[config.mk]
export PLATFORM = sky130hd
export DESIGN_NAME = agc_accum_bank
export DESIGN_NICKNAME = d
export VERILOG_FILES = /design/src/rtl/agc_pkg.sv /design/src/rtl/agc_chan_accum.sv /design/src/rtl/agc_accum_bank.sv
export SDC_FILE = /design/constraint.sdc
export NUM_CORES = 2
export LEC_CHECK = 0
export ABC_CLOCK_PERIOD_IN_PS = 19850
export CAP_MARGIN = 20
export CELL_PAD_IN_SITES_DETAIL_PLACEMENT = 1
export CELL_PAD_IN_SITES_GLOBAL_PLACEMENT = 2
export CORE_MARGIN = 1
export CORE_UTILIZATION = 38
export CTS_CLUSTER_DIAMETER = 30
export DETAILED_ROUTE_END_ITERATION = 8
export GPL_TIMING_DRIVEN = 0
export PLACE_DENSITY_LB_ADDON = 0.1
export SYNTH_ARGS = -nofsm -noshare
export SYNTH_HDL_FRONTEND = slang
export SYNTH_HIERARCHICAL = 1
export SYNTH_SLANG_ARGS = --single-unit
[constraint.sdc]
create_clock -name clk_i -period 19.85 [get_ports clk_i]
set_input_delay 3.97 -clock clk_i [delete_from_list [all_inputs] [get_ports clk_i]]
set_output_delay 3.97 -clock clk_i [all_outputs]
set_load 0.005 [all_outputs]
[src/rtl/agc_pkg.sv]
// Shared types, constants and arithmetic helpers for the multi-channel AGC accumulator bank.
package agc_pkg;

  localparam int unsigned SQ_OFFSET = 16384;

  typedef enum logic [1:0] {
    StIdle,
    StRun,
    StLatch
  } agc_state_e;

  localparam logic [1:0] RdSelSq   = 2'd0;
  localparam logic [1:0] RdSelGt   = 2'd1;
  localparam logic [1:0] RdSelLt   = 2'd2;
  localparam logic [1:0] RdSelStat = 2'd3;

  // Saturating add into a 'width'-bit accumulator (width <= 32); returns the clamped sum.
  function automatic logic [31:0] sat_add(input logic [31:0] acc, input logic [31:0] inc,
                                          input int unsigned width);
    logic [32:0] sum;
    logic [32:0] lim;
    sum = {1'b0, acc} + {1'b0, inc};
    lim = (33'd1 << width) - 33'd1;
    return 32'((sum > lim) ? lim : sum);
  endfunction

  // True when the same add would exceed the all-ones value of a 'width'-bit accumulator.
  function automatic logic sat_ovf(input logic [31:0] acc, input logic [31:0] inc,
                                   input int unsigned width);
    logic [32:0] sum;
    logic [32:0] lim;
    sum = {1'b0, acc} + {1'b0, inc};
    lim = (33'd1 << width) - 33'd1;
    return sum > lim;
  endfunction

  function automatic logic [7:0] popcount(input logic [31:0] v);
    logic [7:0] cnt;
    cnt = '0;
    for (int i = 0; i < 32; i++) begin
      cnt = cnt + 8'(v[i]);
    end
    return cnt;
  endfunction

endpackage

[src/rtl/agc_chan_accum.sv]
// One channel's square / above-threshold / below-threshold saturating accumulators
// with a sticky overflow flag.
module agc_chan_accum
  import agc_pkg::*;
#(
  parameter int unsigned NSAMP   = 8,
  parameter int unsigned ABITS   = 4,
  parameter int unsigned SQ_BITS = 24,
  parameter int unsigned PR_BITS = 21
) (
  input  logic               clk_i,
  input  logic               rst_i,
  input  logic               start_i,
  input  logic               acc_en_i,
  input  logic               clr_i,
  input  logic [ABITS-1:0]   abs_i,
  input  logic [NSAMP-1:0]   gt_i,
  input  logic [NSAMP-1:0]   lt_i,
  output logic [SQ_BITS-1:0] sq_o,
  output logic [PR_BITS-1:0] gt_o,
  output logic [PR_BITS-1:0] lt_o,
  output logic               ovf_o
);

  logic [SQ_BITS-1:0] sq_q, sq_d;
  logic [PR_BITS-1:0] gt_q, gt_d;
  logic [PR_BITS-1:0] lt_q, lt_d;
  logic               ovf_q;
  logic               ovf_hit;
  logic [2*ABITS-1:0] sq_inc;
  logic [31:0]        gt_inc;
  logic [31:0]        lt_inc;

  assign sq_inc = {{ABITS{1'b0}}, abs_i} * {{ABITS{1'b0}}, abs_i};
  assign gt_inc = 32'(popcount(32'(gt_i)));
  assign lt_inc = 32'(popcount(32'(lt_i)));

  always_comb begin
    sq_d    = SQ_BITS'(sat_add(32'(sq_q), 32'(sq_inc), SQ_BITS));
    gt_d    = PR_BITS'(sat_add(32'(gt_q), gt_inc, PR_BITS));
    lt_d    = PR_BITS'(sat_add(32'(lt_q), lt_inc, PR_BITS));
    ovf_hit = sat_ovf(32'(sq_q), 32'(sq_inc), SQ_BITS) |
              sat_ovf(32'(gt_q), gt_inc, PR_BITS) |
              sat_ovf(32'(lt_q), lt_inc, PR_BITS);
  end

  always_ff @(posedge clk_i or posedge rst_i) begin
    if (rst_i) begin
      sq_q <= SQ_BITS'(SQ_OFFSET);
      gt_q <= '0;
      lt_q <= '0;
    end else if (start_i) begin
      sq_q <= SQ_BITS'(SQ_OFFSET);
      gt_q <= '0;
      lt_q <= '0;
    end else if (acc_en_i) begin
      sq_q <= sq_d;
      gt_q <= gt_d;
      lt_q <= lt_d;
    end
  end

  // A new saturation event beats a coincident clear.
  always_ff @(posedge clk_i or posedge rst_i) begin
    if (rst_i) begin
      ovf_q <= 1'b0;
    end else if (acc_en_i && ovf_hit) begin
      ovf_q <= 1'b1;
    end else if (clr_i) begin
      ovf_q <= 1'b0;
    end
  end

  assign sq_o  = sq_q;
  assign gt_o  = gt_q;
  assign lt_o  = lt_q;
  assign ovf_o = ovf_q;

endmodule

[src/rtl/agc_accum_bank.sv]
// Multi-channel AGC measurement bank: period FSM, per-channel accumulators,
// end-of-period holding registers and a registered read port.
module agc_accum_bank
  import agc_pkg::*;
#(
  parameter int unsigned NCHAN   = 8,
  parameter int unsigned NSAMP   = 8,
  parameter int unsigned ABITS   = 4,
  parameter int unsigned SQ_BITS = 24,
  parameter int unsigned PR_BITS = 21,
  parameter int unsigned PMAX    = 17
) (
  input  logic                       clk_i,
  input  logic                       rst_i,
  input  logic                       en_i,
  input  logic                       tick_i,
  input  logic [4:0]                 period_i,
  input  logic [NCHAN*ABITS-1:0]     abs_i,
  input  logic [NCHAN*NSAMP-1:0]     gt_i,
  input  logic [NCHAN*NSAMP-1:0]     lt_i,
  output logic                       busy_o,
  output logic                       done_o,
  output logic [NCHAN-1:0]           ovf_o,
  output logic                       tick_miss_o,
  input  logic                       clr_i,
  input  logic                       rd_en_i,
  input  logic [$clog2(NCHAN)-1:0]   rd_chan_i,
  input  logic [1:0]                 rd_sel_i,
  output logic [SQ_BITS-1:0]         rd_data_o,
  output logic                       rd_valid_o
);

  localparam int unsigned CntW  = PMAX;
  localparam int unsigned NSlot = 2 ** $clog2(NCHAN);

  agc_state_e state_q, state_d;
  logic [CntW-1:0] cnt_q, cnt_d;
  logic [CntW:0]   pow2;
  logic [4:0]      per_clamped;
  logic            start;
  logic            acc_en;
  logic            latch;
  logic            done_q;
  logic            tick_miss_q;
  logic            rd_valid_q;
  logic [SQ_BITS-1:0] rd_data_q;
  logic [SQ_BITS-1:0] rd_mux;

  logic [SQ_BITS-1:0] sq_acc    [NCHAN];
  logic [PR_BITS-1:0] gt_acc    [NCHAN];
  logic [PR_BITS-1:0] lt_acc    [NCHAN];
  logic [SQ_BITS-1:0] sq_hold_q [NCHAN];
  logic [PR_BITS-1:0] gt_hold_q [NCHAN];
  logic [PR_BITS-1:0] lt_hold_q [NCHAN];

  logic [SQ_BITS-1:0] sq_slot   [NSlot];
  logic [SQ_BITS-1:0] gt_slot   [NSlot];
  logic [SQ_BITS-1:0] lt_slot   [NSlot];
  logic [SQ_BITS-1:0] st_slot   [NSlot];

  assign per_clamped = (period_i > 5'(PMAX)) ? 5'(PMAX) : period_i;
  assign pow2        = (CntW + 1)'(1) << per_clamped;

  always_comb begin
    state_d = state_q;
    cnt_d   = cnt_q;
    start   = 1'b0;
    acc_en  = 1'b0;
    latch   = 1'b0;
    unique case (state_q)
      StIdle: begin
        if (tick_i && en_i) begin
          start   = 1'b1;
          cnt_d   = CntW'(pow2 - (CntW + 1)'(1));
          state_d = StRun;
        end
      end
      StRun: begin
        if (!en_i) begin
          state_d = StIdle;
        end else begin
          acc_en = 1'b1;
          cnt_d  = cnt_q - CntW'(1);
          if (cnt_q == '0) begin
            state_d = StLatch;
          end
        end
      end
      StLatch: begin
        latch   = 1'b1;
        state_d = StIdle;
      end
      default: state_d = StIdle;
    endcase
  end

  always_ff @(posedge clk_i or posedge rst_i) begin
    if (rst_i) begin
      state_q <= StIdle;
      cnt_q   <= '0;
      done_q  <= 1'b0;
    end else begin
      state_q <= state_d;
      cnt_q   <= cnt_d;
      done_q  <= latch;
    end
  end

  // A tick that cannot be honoured is recorded; the set beats a coincident clear.
  always_ff @(posedge clk_i or posedge rst_i) begin
    if (rst_i) begin
      tick_miss_q <= 1'b0;
    end else if (tick_i && (state_q != StIdle)) begin
      tick_miss_q <= 1'b1;
    end else if (clr_i) begin
      tick_miss_q <= 1'b0;
    end
  end

  for (genvar c = 0; c < NCHAN; c++) begin : g_chan
    agc_chan_accum #(
      .NSAMP   (NSAMP),
      .ABITS   (ABITS),
      .SQ_BITS (SQ_BITS),
      .PR_BITS (PR_BITS)
    ) u_accum (
      .clk_i    (clk_i),
      .rst_i    (rst_i),
      .start_i  (start),
      .acc_en_i (acc_en),
      .clr_i    (clr_i),
      .abs_i    (abs_i[c*ABITS +: ABITS]),
      .gt_i     (gt_i[c*NSAMP +: NSAMP]),
      .lt_i     (lt_i[c*NSAMP +: NSAMP]),
      .sq_o     (sq_acc[c]),
      .gt_o     (gt_acc[c]),
      .lt_o     (lt_acc[c]),
      .ovf_o    (ovf_o[c])
    );
  end

  always_ff @(posedge clk_i or posedge rst_i) begin
    if (rst_i) begin
      for (int c = 0; c < NCHAN; c++) begin
        sq_hold_q[c] <= SQ_BITS'(SQ_OFFSET);
        gt_hold_q[c] <= '0;
        lt_hold_q[c] <= '0;
      end
    end else if (latch) begin
      for (int c = 0; c < NCHAN; c++) begin
        sq_hold_q[c] <= sq_acc[c];
        gt_hold_q[c] <= gt_acc[c];
        lt_hold_q[c] <= lt_acc[c];
      end
    end
  end

  // Pad the channel index space to a power of two so out-of-range channels read as zero.
  for (genvar s = 0; s < NSlot; s++) begin : g_slot
    if (s < NCHAN) begin : g_used
      assign sq_slot[s] = sq_hold_q[s];
      assign gt_slot[s] = SQ_BITS'(gt_hold_q[s]);
      assign lt_slot[s] = SQ_BITS'(lt_hold_q[s]);
      assign st_slot[s] = SQ_BITS'(ovf_o[s]);
    end else begin : g_pad
      assign sq_slot[s] = '0;
      assign gt_slot[s] = '0;
      assign lt_slot[s] = '0;
      assign st_slot[s] = '0;
    end
  end

  always_comb begin
    rd_mux = '0;
    unique case (rd_sel_i)
      RdSelSq:   rd_mux = sq_slot[rd_chan_i];
      RdSelGt:   rd_mux = gt_slot[rd_chan_i];
      RdSelLt:   rd_mux = lt_slot[rd_chan_i];
      RdSelStat: rd_mux = st_slot[rd_chan_i];
      default:   rd_mux = '0;
    endcase
  end

  always_ff @(posedge clk_i or posedge rst_i) begin
    if (rst_i) begin
      rd_valid_q <= 1'b0;
      rd_data_q  <= '0;
    end else begin
      rd_valid_q <= rd_en_i;
      if (rd_en_i) begin
        rd_data_q <= rd_mux;
      end
    end
  end

  assign busy_o      = (state_q != StIdle);
  assign done_o      = done_q;
  assign tick_miss_o = tick_miss_q;
  assign rd_data_o   = rd_data_q;
  assign rd_valid_o  = rd_valid_q;

endmodule

; Yosys cells after proc, flatten, opt, wreduce, memory -nomap -nowiden
; Index checks and enable logic that the tools add are counted.
[word_totals]
register_bits = 1110
inputBits = 176
wordCells = 395
[op_classes]
n_addsub = 138
multipliers = 8
magnitude_cmp = 26
n_eq_ne = 8
shift = 1
muxes = 108
n_bitwise = 17
n_reduce_logical = 27
[op_table]
columns = operator, count
row1 = two-way mux 21 bit, 48
row2 = adder 8 x 1 -> 8 bit, 96
row3 = two-way mux 24 bit, 32
row4 = adder 21 x 8 -> 22 bit, 16
row5 = "> comparator 22 x 21 -> 1 bit, second input constant", 16
row6 = binary-select mux 24 bit (select 3 bit), 4
row7 = adder 24 x 8 -> 25 bit, 8
row8 = "> comparator 25 x 24 -> 1 bit, second input constant", 8
row9 = case mux 24 bit (4 select lines), 1
row10 = multiplier 4 x 4 -> 8 bit, 8
row11 = two-way mux 17 bit, 2
row12 = case mux 17 bit (2 select lines), 1
row13 = "subtractor 17 x 1 -> 17 bit, second input constant", 2
row14 = adder 1 x 1 -> 2 bit, 16
row15 = nonzero test 2 bit, 12
row16 = zero test 17 bit, 1
row17 = "left shift 1 x 5 -> 17 bit, first input constant", 1
row18 = OR 1 bit, 16
row19 = two-way mux 1 bit, 15
row20 = logical AND 1 bit, 10
row21 = "== test 2 bit, second input constant", 3
row22 = two-way mux 2 bit, 3
row23 = "> comparator 5 bit, second input constant", 1
row24 = two-way mux 5 bit, 1
row25 = 9 further kinds, 12

; Depth between registers and ports, before layout
[depth]
word_depth = 13
mapped_depth = 15

; Modules after synthesis
; The synthesis kept the hierarchy.
[modules_own_cells]
columns = mod, n_inst, cells_per_inst, area_per_inst_um2
row1 = agc_accum_bank, 1, 1656, 25958.6
row2 = agc_chan_accum at g_chan[0].u_accum ..., 5, 501, 4503.1
row3 = agc_chan_accum at g_chan[7].u_accum, 1, 505, 4638.2
row4 = agc_chan_accum at g_chan[4].u_accum, 1, 513, 4625.7
row5 = agc_chan_accum at g_chan[3].u_accum, 1, 480, 4403.0

; Least setup slack after synthesis
; OpenSTA, ideal clock, no wires.
[synth_path]
kind = input -> register
startpoint = in lt_i[32]
endpoint = reg g_chan[4].u_accum.lt_q[14]
t_arrival_ns = 7.386
path_slack_ns = 12.378
stages = 13
path_buffers = 0
path_cell_list = fa_1 -> inv_1 -> fa_1 -> fa_1 -> inv_1 -> fa_1 -> fa_1 -> a21o_1 -> a21oi_1 -> nand2b_1 -> nor2b_1 -> and3_1 -> nor3_1
[synth_between]
elab_chain_cells = 12
[synth_rtl]
columns = item, line
row1 = "start, declared", agc_accum_bank.sv:20  ; input logic [NCHAN*NSAMP-1:0] lt_i,
row2 = adder 1 x 1 -> 2 bit *, agc_pkg.sv:41  ; cnt = cnt + 8'(v[i]);
row3 = adder 8 x 1 -> 8 bit * (6 in series), agc_pkg.sv:41
row4 = adder 21 x 8 -> 22 bit *, agc_pkg.sv:22  ; sum = {1'b0, acc} + {1'b0, inc};
row5 = > comparator 22 x 21 -> 1 bit, agc_pkg.sv:24  ; return 32'((sum > lim) ? lim : sum);
row6 = two-way mux 21 bit *, agc_pkg.sv:24
row7 = two-way mux 21 bit *, agc_chan_accum.sv:56  ; end else if (acc_en_i) begin
row8 = two-way mux 21 bit *, agc_chan_accum.sv:52  ; end else if (start_i) begin
row9 = "end signal, assigned", agc_chan_accum.sv:59  ; lt_q <= lt_d;
row10 = "end, declared", agc_chan_accum.sv:27  ; logic [PR_BITS-1:0] lt_q, lt_d;
; Mark *: on every way between the ends. The rest lies on a longest branch, timed or not. The select of a mux whose other input is x is not followed.
; A chain may end at the register's enable or synchronous reset.

; Worst setup path after layout
[layout_path]
startpoint = in gt_i[11]
endpoint = reg g_chan[1].u_accum.gt_q[8]
[layout_between]
elab_chain_cells = 10
[layout_rtl]
columns = item, line
row1 = "start, declared", agc_accum_bank.sv:19  ; input logic [NCHAN*NSAMP-1:0] gt_i,
row2 = adder 8 x 1 -> 8 bit * (5 in series), agc_pkg.sv:41
row3 = adder 21 x 8 -> 22 bit *, agc_pkg.sv:22
row4 = > comparator 22 x 21 -> 1 bit, agc_pkg.sv:24
row5 = two-way mux 21 bit *, agc_pkg.sv:24
row6 = two-way mux 21 bit *, agc_chan_accum.sv:56
row7 = two-way mux 21 bit *, agc_chan_accum.sv:52
row8 = "end signal, assigned", agc_chan_accum.sv:58  ; gt_q <= gt_d;
row9 = "end, declared", agc_chan_accum.sv:26  ; logic [PR_BITS-1:0] gt_q, gt_d;
; Marked as above.

==> run_summary.xml <==
<?xml version="1.0" encoding="UTF-8"?>
<metrics>
  <group name="yosys">
    <metric name="synth_largest_type_area_fraction" unit="%">44.06</metric>
    <metric name="synth-seq-area-share" unit="%">44.73</metric>
    <metric name="synth-seq-cells" unit="">1110</metric>
    <metric name="synth_top_flop_cell" unit="">dfrtp_1</metric>
    <metric name="yosys.cell_types.count" unit="">102</metric>
    <metric name="avgSynthCellArea" unit="um2">10.98</metric>
    <metric name="synth_cells" unit="">5659</metric>
    <metric name="async_flop_share" unit="%">100.0</metric>
    <metric name="mappedNetlistArea" unit="um2">62140</metric>
    <metric name="netlist.top_cell.by_area" unit="">dfrtp_1</metric>
    <metric name="synth_warnings" unit="">6</metric>
    <metric name="syn-num-nets" unit="">6140</metric>
    <metric name="synth.top_cells.by_area" unit="">dfrtp_1, mux2_2, mux4_2</metric>
    <metric name="synth-edff-count" unit="">0</metric>
  </group>
  <group name="sta">
    <metric name="hold_viol" unit="">0</metric>
    <metric name="max-slew-margin-rel" unit="%">23.68</metric>
    <metric name="finish_stage_setup_viols" unit="">0</metric>
    <metric name="grt_setup_unrepaired" unit="">false</metric>
    <metric name="finalCriticalPeriod" unit="ns">7.866</metric>
    <metric name="clock-skew-final" unit="ns">0.07668</metric>
    <metric name="whs" unit="ns">0.5009</metric>
    <metric name="final-max-slew-violation-count" unit="">0</metric>
    <metric name="timing_worst_slew_pin_value" unit="ns">1.145</metric>
    <metric name="min_period_over_period" unit="%">39.62</metric>
    <metric name="setup-tns-final" unit="ns">0</metric>
    <metric name="achievable-frequency" unit="MHz">127.1</metric>
  </group>
  <group name="power_and_ir_drop">
    <metric name="static-leakage-power" unit="uW">0.03554</metric>
    <metric name="peak_supply_drop" unit="mV">0.08066</metric>
    <metric name="power_density" unit="nW/um2">111.1</metric>
    <metric name="overall_power" unit="uW">8779</metric>
  </group>
  <group name="clock_network">
    <metric name="cts.sinks" unit="">1110</metric>
    <metric name="post_cts_hold_buffer_count" unit="">0</metric>
    <metric name="cts_root_buffer" unit="">clkbuf_16</metric>
    <metric name="number_of_instances_resized_during_post_cts_repair" unit="">0</metric>
    <metric name="worst_skew_pair.late_latency" unit="ns">0.93</metric>
    <metric name="clk_path_buf_depth" unit="">4</metric>
    <metric name="tritoncts" unit="">built</metric>
    <metric name="clk_pin_slew_worst_paths" unit="ns">0.04</metric>
    <metric name="cts_buffers" unit="">331</metric>
    <metric name="cts.repair_timing.setup_buffer_count" unit="">0</metric>
    <metric name="clock_tree.htree_level_count" unit="">5</metric>
  </group>
  <group name="layout">
    <metric name="area_growth" unit="%">27.12</metric>
    <metric name="nets" unit="">6720</metric>
    <metric name="fin_cells" unit="">8666</metric>
    <metric name="most_common_library_cell_in_the_layout_ignoring_fill_and_taps" unit="">dfrtp_1</metric>
    <metric name="final_util" unit="%">48.58</metric>
    <metric name="layout_common_cells" unit="">dfrtp_1, mux2_2, nor2_1</metric>
    <metric name="fill_cell_total_of_the_finished_layout" unit="">17229</metric>
    <metric name="drive_above_1_share" unit="%">21.51</metric>
  </group>
  <group name="detailed_routing">
    <metric name="drt_drc_violations_left" unit="">0</metric>
    <metric name="drtIter0Drc" unit="">4346</metric>
    <metric name="vias" unit="">51224</metric>
    <metric name="via_per_inst" unit="">5.911</metric>
    <metric name="wl" unit="um">250100</metric>
    <metric name="wl_per_cell" unit="um">28.86</metric>
    <metric name="count_of_nets_left_with_antenna_violations_after_detail_routing" unit="">0</metric>
    <metric name="first_pass_iters" unit="">5</metric>
  </group>
  <group name="floorplan">
    <metric name="io-pin-count" unit="">212</metric>
    <metric name="die_area" unit="um2">165100</metric>
    <metric name="floorplan.rows" unit="">148</metric>
    <metric name="initial_cell_density_of_the_core" unit="%">38.22</metric>
    <metric name="die_width" unit="um">406.4</metric>
    <metric name="design.core.area" unit="um2">162600</metric>
    <metric name="die_height" unit="um">406.4</metric>
  </group>
  <group name="critical_path">
    <metric name="cp_max_fo" unit="">10</metric>
    <metric name="worstPathRequired" unit="ns">20.64</metric>
    <metric name="cp-end-kind" unit="">register</metric>
    <metric name="setup.worst_path.class" unit="">input pin to register</metric>
    <metric name="worst_ep_arrival_time" unit="ns">8.66</metric>
    <metric name="rrSetupSlack" unit="ns">15.54</metric>
    <metric name="setup.worst_path.start_class" unit="">input pin</metric>
  </group>
  <group name="status">
    <metric name="outcome" unit="">finished, final reports clean</metric>
  </group>
  <group name="placed_design">
    <metric name="port_buffers" unit="">208</metric>
    <metric name="dp_cells" unit="">8080</metric>
    <metric name="routabilityCongestion" unit="">1.012</metric>
    <metric name="post-dp-hpwl" unit="um">191400</metric>
  </group>
  <group name="global_route">
    <metric name="grt_start_max_net_pins" unit="">61</metric>
    <metric name="overall_track_demand_over_capacity_in_global_routing" unit="%">30.43</metric>
    <metric name="via_count_of_the_first_global_routing_pass" unit="">51775</metric>
    <metric name="number_of_antenna_violations_at_the_first_check_in_global_routing" unit="">45</metric>
    <metric name="wire_length_of_the_first_global_routing_pass" unit="um">365900</metric>
    <metric name="grt_remaining_overflow" unit="">0</metric>
  </group>
  <group name="min_path">
    <metric name="hold_class" unit="">register to register</metric>
  </group>
  <group name="flow_run">
    <metric name="max_cap_violations" unit="">0</metric>
  </group>
</metrics>
-- report_power, final --
group | switching, uW | total (uW) | internal (uW)
combinational | 596 | 1010 | 419
clock | 1560 | 5310 | 3760
sequential | 108 | 2450 | 2340
total | 2260 | 8780 | 6520
-- worst max-delay path: stages --
cell and delay (ns):
clkdlybuf4s50_1 0.43, fa_1 0.54, inv_1 0.05, fa_1 0.51, inv_1 0.04, ha_1 0.20, fa_1 0.38, xor2_1 0.19
ha_1 0.36, a21oi_1 0.12, o21ai_0 0.61, and3_1 0.26, clkbuf_1 0.45, o21ai_0 0.22, a221oi_1 0.31
-- registers in the layout, summed over array words and instances, names as in the netlist --
name                  count
g_chan.u_accum/sq_o     192
sq_hold_q               192
g_chan.u_accum/gt_o     168
g_chan.u_accum/lt_o     168
gt_hold_q               168
lt_hold_q               168
rd_data_o                24
cnt_q                    17
g_chan.u_accum/ovf_o      8
state_q                   2
done_o                    1
rd_valid_o                1
tick_miss_o               1
-- cell usage after synthesis, types with 136 or more instances --
cell and count:
inv_1 274, ha_1 201, nand3_1 154, mux2_2 532
nor2_1 474, clkbuf_1 229, o21ai_0 136, a311oi_1 138
a21oi_1 232, nor3_1 234, nand2_1 263, dfrtp_1 1094
-- per-stage QoR --
step | area (um2) | setup WS (ns)
after global placement | 66950 | 2.939
after global routing | 78970 | 11.79
after CTS | 78960 | 12.04
final | 78990 | 11.98
after detailed placement | 67780 | 11.05
after floorplan | 62140 | 8.067
-- routing by layer --
metal,track usage (%),wire (um),up-vias
met5,0,0,-
met2,41.98,102000,1776
met4,10.47,8628,0
met3,6.865,20640,378
met1,46.23,118900,26747
li1,-,-,22323
-- area by class of cell --
type | count | area, um2 | share of cell area, %
flip-flops and latches | 1110 | 27800 | 35.19
clock buffers | 440 | 9452 | 11.97
multi-input cells | 3977 | 31990 | 40.50
diodes | 9 | 22.52 | 0.02851
plain buffers | 296 | 1325 | 1.677
inverters | 276 | 1060 | 1.342
repair buffers | 247 | 2890 | 3.659
well taps | 2175 | 2721 | 3.445
clock inverters | 136 | 1732 | 2.192
-- worst paths after layout --
kind / to / cells after the start / start
max in group asynchronous: cnt_q[14] / 8 / rst_i
min in group asynchronous: g_chan[3].u_accum/lt_o[13] / 2 / rst_i
max reg2reg: g_chan[2].u_accum/gt_o[0] / 11 / state_q[0]
min reg2reg: lt_hold_q[116] / 1 / lt_hold_q[116]
max: g_chan[1].u_accum/gt_o[8] / 15 / gt_i[11]
min: lt_hold_q[116] / 1 / lt_hold_q[116]
-- cell families after synthesis --
family	share of synthesized area (%)
buf+inv	3.797
xor+xnor	1.381
flops	44.73
mux	16.16
fa+ha+maj	7.398
simple gates	14.03
compound gates	12.51
Power figures use the tool's default switching activity.
